==> src/rtl/scan_decoder_pkg.sv <==
// Shared types for scan_decoder_n: FSM state encoding and mode_i encoding.
package scan_decoder_pkg;

  typedef enum logic [1:0] {
    StIdle,
    StDirect,
    StScan,
    StBlank
  } state_e;

  localparam logic MODE_DIRECT = 1'b0;
  localparam logic MODE_SCAN   = 1'b1;

endpackage

==> src/rtl/dwell_counter.sv <==
// Dwell counter for scan_decoder_n: counts held cycles, pulses step_o once the
// count reaches dwell_i (>= so a lowered dwell_i takes effect immediately).
module dwell_counter #(
  parameter int unsigned DWELL_W = 8
) (
  input  logic               clk_i,
  input  logic               rst_n_i,
  input  logic               clr_i,
  input  logic               en_i,
  input  logic [DWELL_W-1:0] dwell_i,
  output logic               step_o
);

  logic [DWELL_W-1:0] cnt_d, cnt_q;

  assign step_o = en_i && (cnt_q >= dwell_i);

  always_comb begin
    cnt_d = cnt_q;
    if (clr_i) begin
      cnt_d = '0;
    end else if (en_i) begin
      cnt_d = step_o ? '0 : cnt_q + 1'b1;
    end
  end

  always_ff @(posedge clk_i) begin
    if (!rst_n_i) begin
      cnt_q <= '0;
    end else begin
      cnt_q <= cnt_d;
    end
  end

endmodule

==> src/rtl/scan_decoder_n.sv <==
// Registered N-to-2^N active-low decoder with 74138-style enables and auto-scan.
// Define SCAN_DECODER_N_BLANK_EN for a one-cycle break-before-make blank per step.
module scan_decoder_n
  import scan_decoder_pkg::*;
#(
  parameter int unsigned SEL_W   = 3,
  parameter int unsigned DWELL_W = 8
) (
  input  logic                  clk_i,
  input  logic                  rst_n_i,
  input  logic [SEL_W-1:0]      select_i,
  input  logic                  g1_en_i,
  input  logic                  g2a_en_n_i,
  input  logic                  g2b_en_n_i,
  input  logic                  mode_i,
  input  logic [DWELL_W-1:0]    dwell_i,
  output logic [(2**SEL_W)-1:0] yn_o,
  output logic [SEL_W-1:0]      idx_o,
  output logic                  wrap_o
);

  localparam int unsigned OUT_N = 2 ** SEL_W;
  localparam logic [OUT_N-1:0] LineOne = OUT_N'(1);

  state_e             state_d, state_q;
  logic [SEL_W-1:0]   idx_d, idx_q;
  logic [OUT_N-1:0]   yn_d, yn_q;
  logic               wrap_d, wrap_q;
  logic               en;
  logic               cnt_clr;
  logic               cnt_en;
  logic               step;

  assign en = g1_en_i & ~g2a_en_n_i & ~g2b_en_n_i;

  dwell_counter #(
    .DWELL_W (DWELL_W)
  ) u_dwell_counter (
    .clk_i   (clk_i),
    .rst_n_i (rst_n_i),
    .clr_i   (cnt_clr),
    .en_i    (cnt_en),
    .dwell_i (dwell_i),
    .step_o  (step)
  );

  always_comb begin
    state_d = state_q;
    idx_d   = idx_q;
    yn_d    = '1;
    wrap_d  = 1'b0;
    cnt_clr = 1'b0;
    cnt_en  = 1'b0;
    if (!en) begin
      state_d = StIdle;
    end else if (mode_i == MODE_DIRECT) begin
      state_d = StDirect;
      idx_d   = select_i;
      yn_d    = ~(LineOne << select_i);
    end else if (state_q == StIdle || state_q == StDirect) begin
      // Scan entry always restarts from select_i, never from the held index.
      state_d = StScan;
      idx_d   = select_i;
      cnt_clr = 1'b1;
      yn_d    = ~(LineOne << select_i);
    end else begin
      cnt_en  = 1'b1;
      state_d = StScan;
      if (step) begin
        idx_d  = idx_q + 1'b1;
        wrap_d = (idx_q == {SEL_W{1'b1}});
      end
      yn_d = ~(LineOne << idx_d);
`ifdef SCAN_DECODER_N_BLANK_EN
      // A step taken while already blank shows the new line directly.
      if (step && state_q == StScan) begin
        state_d = StBlank;
        yn_d    = '1;
      end
`endif
    end
  end

  always_ff @(posedge clk_i) begin
    if (!rst_n_i) begin
      state_q <= StIdle;
      idx_q   <= '0;
      yn_q    <= '1;
      wrap_q  <= 1'b0;
    end else begin
      state_q <= state_d;
      idx_q   <= idx_d;
      yn_q    <= yn_d;
      wrap_q  <= wrap_d;
    end
  end

  assign yn_o   = yn_q;
  assign idx_o  = idx_q;
  assign wrap_o = wrap_q;

endmodule

==> config.mk <==
export PLATFORM = sky130hd
export DESIGN_NAME = scan_decoder_n
export DESIGN_NICKNAME = d
export VERILOG_FILES = /design/src/rtl/scan_decoder_pkg.sv /design/src/rtl/dwell_counter.sv /design/src/rtl/scan_decoder_n.sv
export SDC_FILE = /design/constraint.sdc
export NUM_CORES = 1
export LEC_CHECK = 0
export ABC_AREA = 1
export ABC_CLOCK_PERIOD_IN_PS = 3850
export CORE_ASPECT_RATIO = 1.4
export CORE_MARGIN = 4
export CORE_UTILIZATION = 40
export CTS_CLUSTER_DIAMETER = 40
export DETAILED_ROUTE_END_ITERATION = 7
export GPL_TIMING_DRIVEN = 0
export HOLD_SLACK_MARGIN = 0.02
export PLACE_DENSITY = 0.64
export SLEW_MARGIN = 10
export SYNTH_ARGS = -nofsm -noshare
export SYNTH_HDL_FRONTEND = slang
export SYNTH_SLANG_ARGS = --single-unit
==> constraint.sdc <==
create_clock -name clk_i -period 3.85 [get_ports clk_i]
set_input_delay 0.77 -clock clk_i [delete_from_list [all_inputs] [get_ports clk_i]]
set_output_delay 0.77 -clock clk_i [all_outputs]
set_load 0.02 [all_outputs]
**Yosys cells after proc, flatten, opt, wreduce, memory -nomap -nowiden**

Index checks and enable logic that the tools add are counted.

- Latch bits: 0
- Output and inout bits: 12
- ROM bits: 0
- Memory bits (writable): 0
- Input port bits: 17
- Memories kept: 0
- Bits in registers: 22

- Shift-type cells: 2
- Order comparisons: 1
- Multiply operators: 0
- Reduce and logical (&&, ||, !) cells: 6
- Equal/unequal tests: 2
- $add $sub $neg: 2
- Div/mod/pow operators: 0
- Mux-type cells: 16
- Bitwise gates (word level): 10

Operators with widths:

| kind | count |
|---|---|
| $mux W8 | 3 |
| $mux W3 | 6 |
| $not A8 Y8 | 2 |
| $shl A1 B3 Y8 const A | 2 |
| $add A8 B1 Y8 const B | 1 |
| $ge A8 B8 Y1 | 1 |
| $mux W1 | 6 |
| $not A1 Y1 | 6 |
| $reduce_or A5 Y1 | 1 |
| $add A3 B1 Y3 const B | 1 |
| $eq A3 B3 Y1 const B | 1 |
| $and A1 B1 Y1 | 2 |
| $eq A2 B1 Y1 const B | 1 |
| $logic_not A2 Y1 | 1 |
| $mux W2 | 1 |
| $reduce_and A2 Y1 | 1 |
| $reduce_or A2 Y1 | 1 |
| $logic_and A1 B1 Y1 | 1 |
| $logic_or A1 B1 Y1 | 1 |

**Longest topological paths before layout**

Gate-level depths: netlist (run 1).

- Depth in word-level cells: 14
- Mapped depth: 17
- Depth with buffers taken out: 17

**Hierarchy**

A second synthesis (run 1) with hierarchy kept.

- Cell total of the unflattened synthesis: 198
- Area total of the unflattened synthesis: 1371.3 sq um

By module, submodules not included:

| module | times used | cells an instance | area each (sq um) |
|---|---|---|---|
| scan_decoder_n | 1 | 103 | 719.4 |
| dwell_counter | 1 | 95 | 651.9 |

**Least setup slack after synthesis (run 1)**

No wires, ideal clock.

- Kind: input to register
- Start point: input dwell_i[7]
- End point: register yn_q[1], in the netlist yn_o[1]
- Arrival time: 2.049 ns
- Library setup time: 0.115 ns
- Slack: 1.686 ns
- Stages: 13
- Cells stage by stage: inv_1 ha_1 a21o_1 nor2_1 nand3_2 nand2_4 nand2_1 nand2_2 inv_2 nor2_1 nand2_1 nand2_1 nand2_1

- Word-level cells in the longest chain between the ends: 10

Ends and longest elaborated chain:

| element | RTL line | source |
|---|---|---|
| from (decl) | scan_decoder_n.sv:16 | `input logic [DWELL_W-1:0] dwell_i,` |
| $ge A8 B8 Y1 | dwell_counter.sv:16 | `assign step_o = en_i && (cnt_q >= dwell_i);` |
| $logic_and A1 B1 Y1 | dwell_counter.sv:16 |  |
| $mux W3 | scan_decoder_n.sv:69 | `if (step) begin` |
| $mux W3 | scan_decoder_n.sv:60 | `end else if (state_q == StIdle \|\| state_q == StDirect) begin` |
| $mux W3 | scan_decoder_n.sv:56 | `end else if (mode_i == MODE_DIRECT) begin` |
| $mux W3 | scan_decoder_n.sv:54 | `if (!en) begin` |
| $shl A1 B3 Y8 | scan_decoder_n.sv:73 | `yn_d = ~(LineOne << idx_d);` |
| $not A8 Y8 | scan_decoder_n.sv:73 |  |
| $mux W8 | scan_decoder_n.sv:60 |  |
| $mux W8 | scan_decoder_n.sv:56 |  |
| to (signal assigned) | scan_decoder_n.sv:93 | `yn_q <= yn_d;` |
| to (decl) | scan_decoder_n.sv:27 | `logic [OUT_N-1:0] yn_d, yn_q;` |

No other way between the ends. The select of a mux whose other input is x is not followed.
A chain may end at the register's enable or synchronous reset.

**Worst setup path after layout (run 1)**

- Start point: input dwell_i[7]
- End point: register yn_q[3], in the netlist yn_o[3]

Same word-level chain as after synthesis.

==> impl_metrics.ini, run 1 <==
[worst_setup_path]
crit_arrival_ns = 2.79
crit_family = simple AND/OR/NAND/NOR gates
path_max_fanout = 7
crit_buf_inv = 3
critPathRequiredTime_ns = 4.00
cp_cell_sequence = clkdlybuf4s50_1 -> inv_1 -> ha_1 -> a21o_1 -> nor2_1 -> nand3_2 -> nand2_4 -> nand2_2 -> nand2_2 -> nand2_1 -> inv_1 -> nand2_1 -> o21ai_1 -> nand2_1
endpoint_kind = flip-flop
cp-start-kind = input pin
slowest_delay_ns = 0.46
crit_type = input pin to flip-flop
worst_path_most_repeated_cell = nand2_1
crit_slowest_cell = clkdlybuf4s50_1

[logic_synthesis]
synth_edf_count = 0
yosys.area_share.simple_pct = 33.2
ys_seq_area_share_pct = 32.2
synth_fa_ha_area_share_pct = 10.5
synthCells = 181
synthMuxAreaShare_pct = 0
synth.distinct_cells = 29
yosysWarnings = 0
synthFlopType = dfxtp_1
syn_nets = 209
synth_compound_area_share_pct = 10.6
async_reset_ff_share_pct = 0
synth_xor_xnor_area_share_pct = 2.01
synth_seq_cells = 21
synth_top_family_by_area = simple AND/OR/NAND/NOR gates
synth.avg_cell_area_um2 = 7.21
synth_area_um2 = 1310

[grt]
grt_max_degree = 13
overflow = 0
grt_use_total_pct = 16.0
antenna_found_initial = 0
grt_pass1_wl_um = 5350
grt_pass1_vias = 1281

[place]
finalWeightedCongestion = 0.937
port_buffers = 28
pre_cts_ws_ns = 0.916
dp.final_hpwl_um = 2640

[power]
ir_drop_v = 0.000167
powerDensity_nw_per_um2 = 247
clkPwrFrac_pct = 33.7
switching_share_pct = 23.7
internal-power_w = 0.000317
p_seq_share_pct = 53.1
leakage_nw = 0.792
comb_power_share_pct = 13.2
switching_power_w = 0.0000983

[drt]
post_drt_wl_per_cell_um = 12.4
viasPerCell = 4.91
drt_iter0_markers = 40
ant_nets = 0
drc = 0
drt_pass1_iterations = 4
drt-total-wl_um = 3120
vias = 1237

[flow_run]
max_cap_viol_count = 0

[timing]
finalHoldViolations = 0
fin_skew_ns = 0.00340
period_share_pct = 68.6
rsz0062_at_grt = false
fin_ws_ns = 1.21
finalMaxSlewViolations = 0
min_period_ns = 2.64
clock.fmax_mhz = 379
relSlewSlack_pct = 79.5
tightest_slew_ns = 0.305
finalSetupViolCount = 0
setup_tns_ns = 0

[cts]
cts-buffers-inserted = 3
clockBufferDepth = 2
cts_max_level = 1
holdBufCountCts = 0
numClockSinks = 21
clk_pin_slew_ns = 0.07
post-cts-setup-buffers = 0
cts_root_buffer = clkbuf_8
clk_latency_ns = 0.25
post_cts_resize_count = 0
cts_tree = built

[finish]
n_antenna_cell = 0
drive_gt1_share_pct = 12.7
most-common-layout-cells = nand2_1, inv_1, clkdlybuf4s50_1
syn_to_final_growth_pct = 28.8
finalNetCount = 242
final_common_cell = nand2_1

[die]
row_count = 24
ios = 29
die_h_um = 75.6
start_util_pct = 41.8
fp.dieW_um = 56.3
core_um2 = 3120
dieArea_um2 = 4250

[min_path]
min_path_type = flip-flop to flip-flop

[outcome]
status = finished clean
[power groups by stage]
| stage | combinational (W) | clock (W) | sequential [W] |
|---|---|---|---|
| floorplan | 0.0000248 | 0 | 0.000227 |
| global placement | 0.0000544 | 0 | 0.000225 |
| detailed placement | 0.0000551 | 0 | 0.000226 |
| CTS | 0.0000555 | 0.000148 | 0.000220 |
| global route | 0.0000613 | 0.000157 | 0.000221 |
| finish | 0.0000551 | 0.000140 | 0.000220 |
[state kept, by name (all words and copies together) (netlist names)]
register / count
wrap_o: 1
u_dwell_counter.cnt_q: 8
idx_o: 3
yn_o: 8
state_q: 1
[cells in the mapped netlist, drive strengths merged, types with 3 or more instances]
| master | instances | area share (%) |
|---|---|---|
| nand2 | 45 | 15 |
| inv | 36 | 11 |
| dfxtp | 21 | 32 |
| nor2 | 21 | 7.4 |
| a21oi | 12 | 4.6 |
| ha | 11 | 11 |
| nand3 | 9 | 3.8 |
| o21ai | 7 | 2.7 |
| nor3 | 5 | 3.9 |
| nand4 | 3 | 1.4 |
| xor2 | 3 | 2.0 |
[logic make-up (layout without fill, tap and decap cells)]
logic type	after synthesis	count (layout)
AND/OR/NAND/NOR	85	85
buffers and inverters	37	69
flip-flops	21	21
adder cells (fa/ha/maj)	11	11
AO/OA/AOI/OAI	24	24
XOR/XNOR	3	3
[stage by stage]
step	cells	hold WS, ns	utilization, %	cell area (um2)	total power [W]
global placement	248	0.479	52.3	1630	0.000280
detailed placement	248	0.471	52.3	1630	0.000281
CTS	252	0.484	53.8	1680	0.000424
floorplan	181	0.448	-	1310	0.000252
finish	252	0.477	53.8	1680	0.000416
global route	252	0.505	53.8	1680	0.000439
[final timing paths]
| check | startpoint | to | slack, ns | cells after the start |
|---|---|---|---|---|
| max | dwell_i[7] | yn_o[3] | 1.21 | 14 |
| min | u_dwell_counter.cnt_q[7] | u_dwell_counter.cnt_q[7] | 0.48 | 1 |
| max reg2reg | u_dwell_counter.cnt_q[5] | yn_o[3] | 1.84 | 13 |
| min reg2reg | u_dwell_counter.cnt_q[7] | u_dwell_counter.cnt_q[7] | 0.48 | 1 |
[layout make-up]
type,count,area [um2]
Tap cell,39,48.8
Sequential cell,21,420
Multi-Input combinational cell,123,736
Clock inverter,1,5.00
Clock buffer,3,41.3
Fill cell,325,1440
Inverter,37,149
Timing Repair Buffer,28,280
[worst reg2reg max path: cells and delay by family, from the launching register on]
kind	cells	cell delay, ns
flops	1	0.41
compound gates	2	0.24
buf+inv	1	0.08
fa+ha+maj	1	0.27
simple gates	9	0.90
[routing by layer]
metal	part of all wire, %	wire [um]	global-route usage [%]	up-vias
met2	58	1800	33.3	32
li1	-	-	-	638
met3	4.0	125	2.20	8
met1	36	1110	15.3	559
met5	0	0	0	-
met4	2.5	77	7.92	0
Power figures use the tool's default switching activity.
==> inputs of run 2 (changes only) <==
- ABC_CLOCK_PERIOD_IN_PS: 3850 -> 2200
- PLACE_DENSITY: 0.64 -> 0.66
- clock period: 3.85 -> 2.2 ns (I/O delays scaled with it)
==> run 2 against run 1 <==
- sequential power rose by 75%
- clock-buffer cell count stayed put
- sequential cell count unchanged
- largest power group unchanged
- highest routed layer unchanged
==> impl_metrics.ini, run 2 (synthesized netlist as in run 1, its figures left out) <==
[finish]
drive_gt1_share_pct = 26.1
fin_cells = 257
post-route-util_pct = 60.6
most-common-layout-cells = nand2_1, inv_1, clkdlybuf4s50_1
finalNetCount = 247
final_common_cell = nand2_1
syn_to_final_growth_pct = 45.1
n_antenna_cell = 0

[timing]
finalMaxSlewViolations = 0
clock.fmax_mhz = 480
finalHoldViolations = 0
min_period_ns = 2.08
finalSetupViolCount = 0
period_share_pct = 94.7
tightest_slew_ns = 0.344
fin_skew_ns = 0.00229
setup_tns_ns = 0
relSlewSlack_pct = 77.0

[cts]
holdBufCountCts = 0
cts_max_level = 1
clockBufferDepth = 2
numClockSinks = 21
cts-buffers-inserted = 3
clk_latency_ns = 0.25
clk_pin_slew_ns = 0.08
cts_tree = built
cts_root_buffer = clkbuf_8

[grt]
grt_max_degree = 13
grt_pass1_vias = 1259
antenna_found_initial = 0
grt_pass1_wl_um = 4960
grt_use_total_pct = 14.6
overflow = 0

[drt]
post_drt_wl_per_cell_um = 12.2
vias = 1282
drc = 0
ant_nets = 0
drt_pass1_iterations = 4
drt-total-wl_um = 3140
drt_iter0_markers = 28
viasPerCell = 4.99

[power]
switching_power_w = 0.000187
leakage_nw = 0.858
p_seq_share_pct = 51.5
switching_share_pct = 24.9
clkPwrFrac_pct = 33.3
powerDensity_nw_per_um2 = 396
comb_power_share_pct = 15.3
ir_drop_v = 0.000374
internal-power_w = 0.000563

[worst_setup_path]
crit_arrival_ns = 2.22
critPathRequiredTime_ns = 2.34
crit_slowest_cell = clkdlybuf4s50_1
worst_path_most_repeated_cell = nand2_1
path_max_fanout = 5
r2r_setup_slack_ns = 0.34
crit_type = input pin to flip-flop
endpoint_kind = flip-flop
reg2reg_depth = 12
cp_cell_sequence = clkdlybuf4s50_1 -> inv_1 -> ha_1 -> nand2_1 -> inv_1 -> nand2_1 -> nand2_1 -> nand2_2 -> nand3_4 -> nand2_4 -> nand2_2 -> nand2_4 -> nand2_1 -> nand2_1 -> o211ai_1
slowest_delay_ns = 0.45
cp-start-kind = input pin

[die]
start_util_pct = 41.8
ios = 29
dieArea_um2 = 4250
fp.dieW_um = 56.3
die_h_um = 75.6
core_um2 = 3120
row_count = 24

[flow_run]
max_cap_viol_count = 0

[place]
placed_cells = 248
port_buffers = 28
finalWeightedCongestion = 1.00
dp.final_hpwl_um = 2380

[min_path]
hold_depth = 2
min_path_type = flip-flop to flip-flop

[outcome]
status = finished clean
## run 2: changes by cell type in the layout (fill, tap and decap cells not counted), moves of 5 or more
cell	before	now
nand2_1	38	30
nand2_4	3	10
buf_4	0	5
ha_1	11	6
ha_4	0	5
inv_1	32	27
## run 2: worst paths after layout
path / startpoint / end
setup reg to reg: u_dwell_counter.cnt_q[5] / yn_o[7]
hold / removal: u_dwell_counter.cnt_q[0] / u_dwell_counter.cnt_q[0]
hold reg to reg: u_dwell_counter.cnt_q[0] / u_dwell_counter.cnt_q[0]
setup / recovery: dwell_i[3] / yn_o[0]
## run 2: critical path: cells and delay by family
family / cells / cell delay [ns]
adder cells (fa/ha/maj): 1 / 0.30
buffers and inverters: 3 / 0.54
AND/OR/NAND/NOR: 10 / 0.86
AO/OA/AOI/OAI: 1 / 0.08
## run 2: routing by layer
layer	wire length [um]	share of wire [%]	global-route usage, %	vias to the layer above
li1	-	-	-	651
met5	0	0	0	-
met3	116	3.7	2.20	6
met1	1170	37	13.8	599
met2	1800	57	30.7	26
met4	58	1.8	6.33	0
## run 2: power groups by stage
stage | Clock, W | Sequential [W] | Combinational, W
after floorplan | 0 | 0.000398 | 0.0000434
after global placement | 0 | 0.000394 | 0.0000932
after detailed placement | 0 | 0.000395 | 0.0000958
after CTS | 0.000253 | 0.000386 | 0.0000979
after global routing | 0.000272 | 0.000386 | 0.000125
final | 0.000249 | 0.000385 | 0.000115
## run 2: timing repair
item                                    in CTS  in global routing
gates resized for setup                      5                 37
endpoints found under the setup margin       5                 15
pin swaps                                    3                 17
buffers inserted                             3                  2
## run 2: final cells by class
| type | instances | area, um2 |
|---|---|---|
| fill | 290 | 1230 |
| multi-input combinational | 123 | 898 |
| sequential | 21 | 420 |
| timing repair buffer | 33 | 328 |
| inverter | 37 | 151 |
| tap | 39 | 48.8 |
| clock buffer | 3 | 41.3 |
| clock inverter | 1 | 5.00 |
## run 2: metrics by stage
step / power (W) / hold WS [ns] / setup WS, ns / instance area (um2)
2_1_floorplan: 0.000441 / 0.448 / 0.366 / 1310
3_3_place_gp: 0.000488 / 0.477 / -0.306 / 1630
3_5_place_dp: 0.000490 / 0.475 / -0.334 / 1630
4_1_cts: 0.000737 / 0.485 / 0.00210 / 1720
5_1_grt: 0.000783 / 0.535 / -0.0201 / 1890
6_report: 0.000749 / 0.499 / 0.117 / 1890
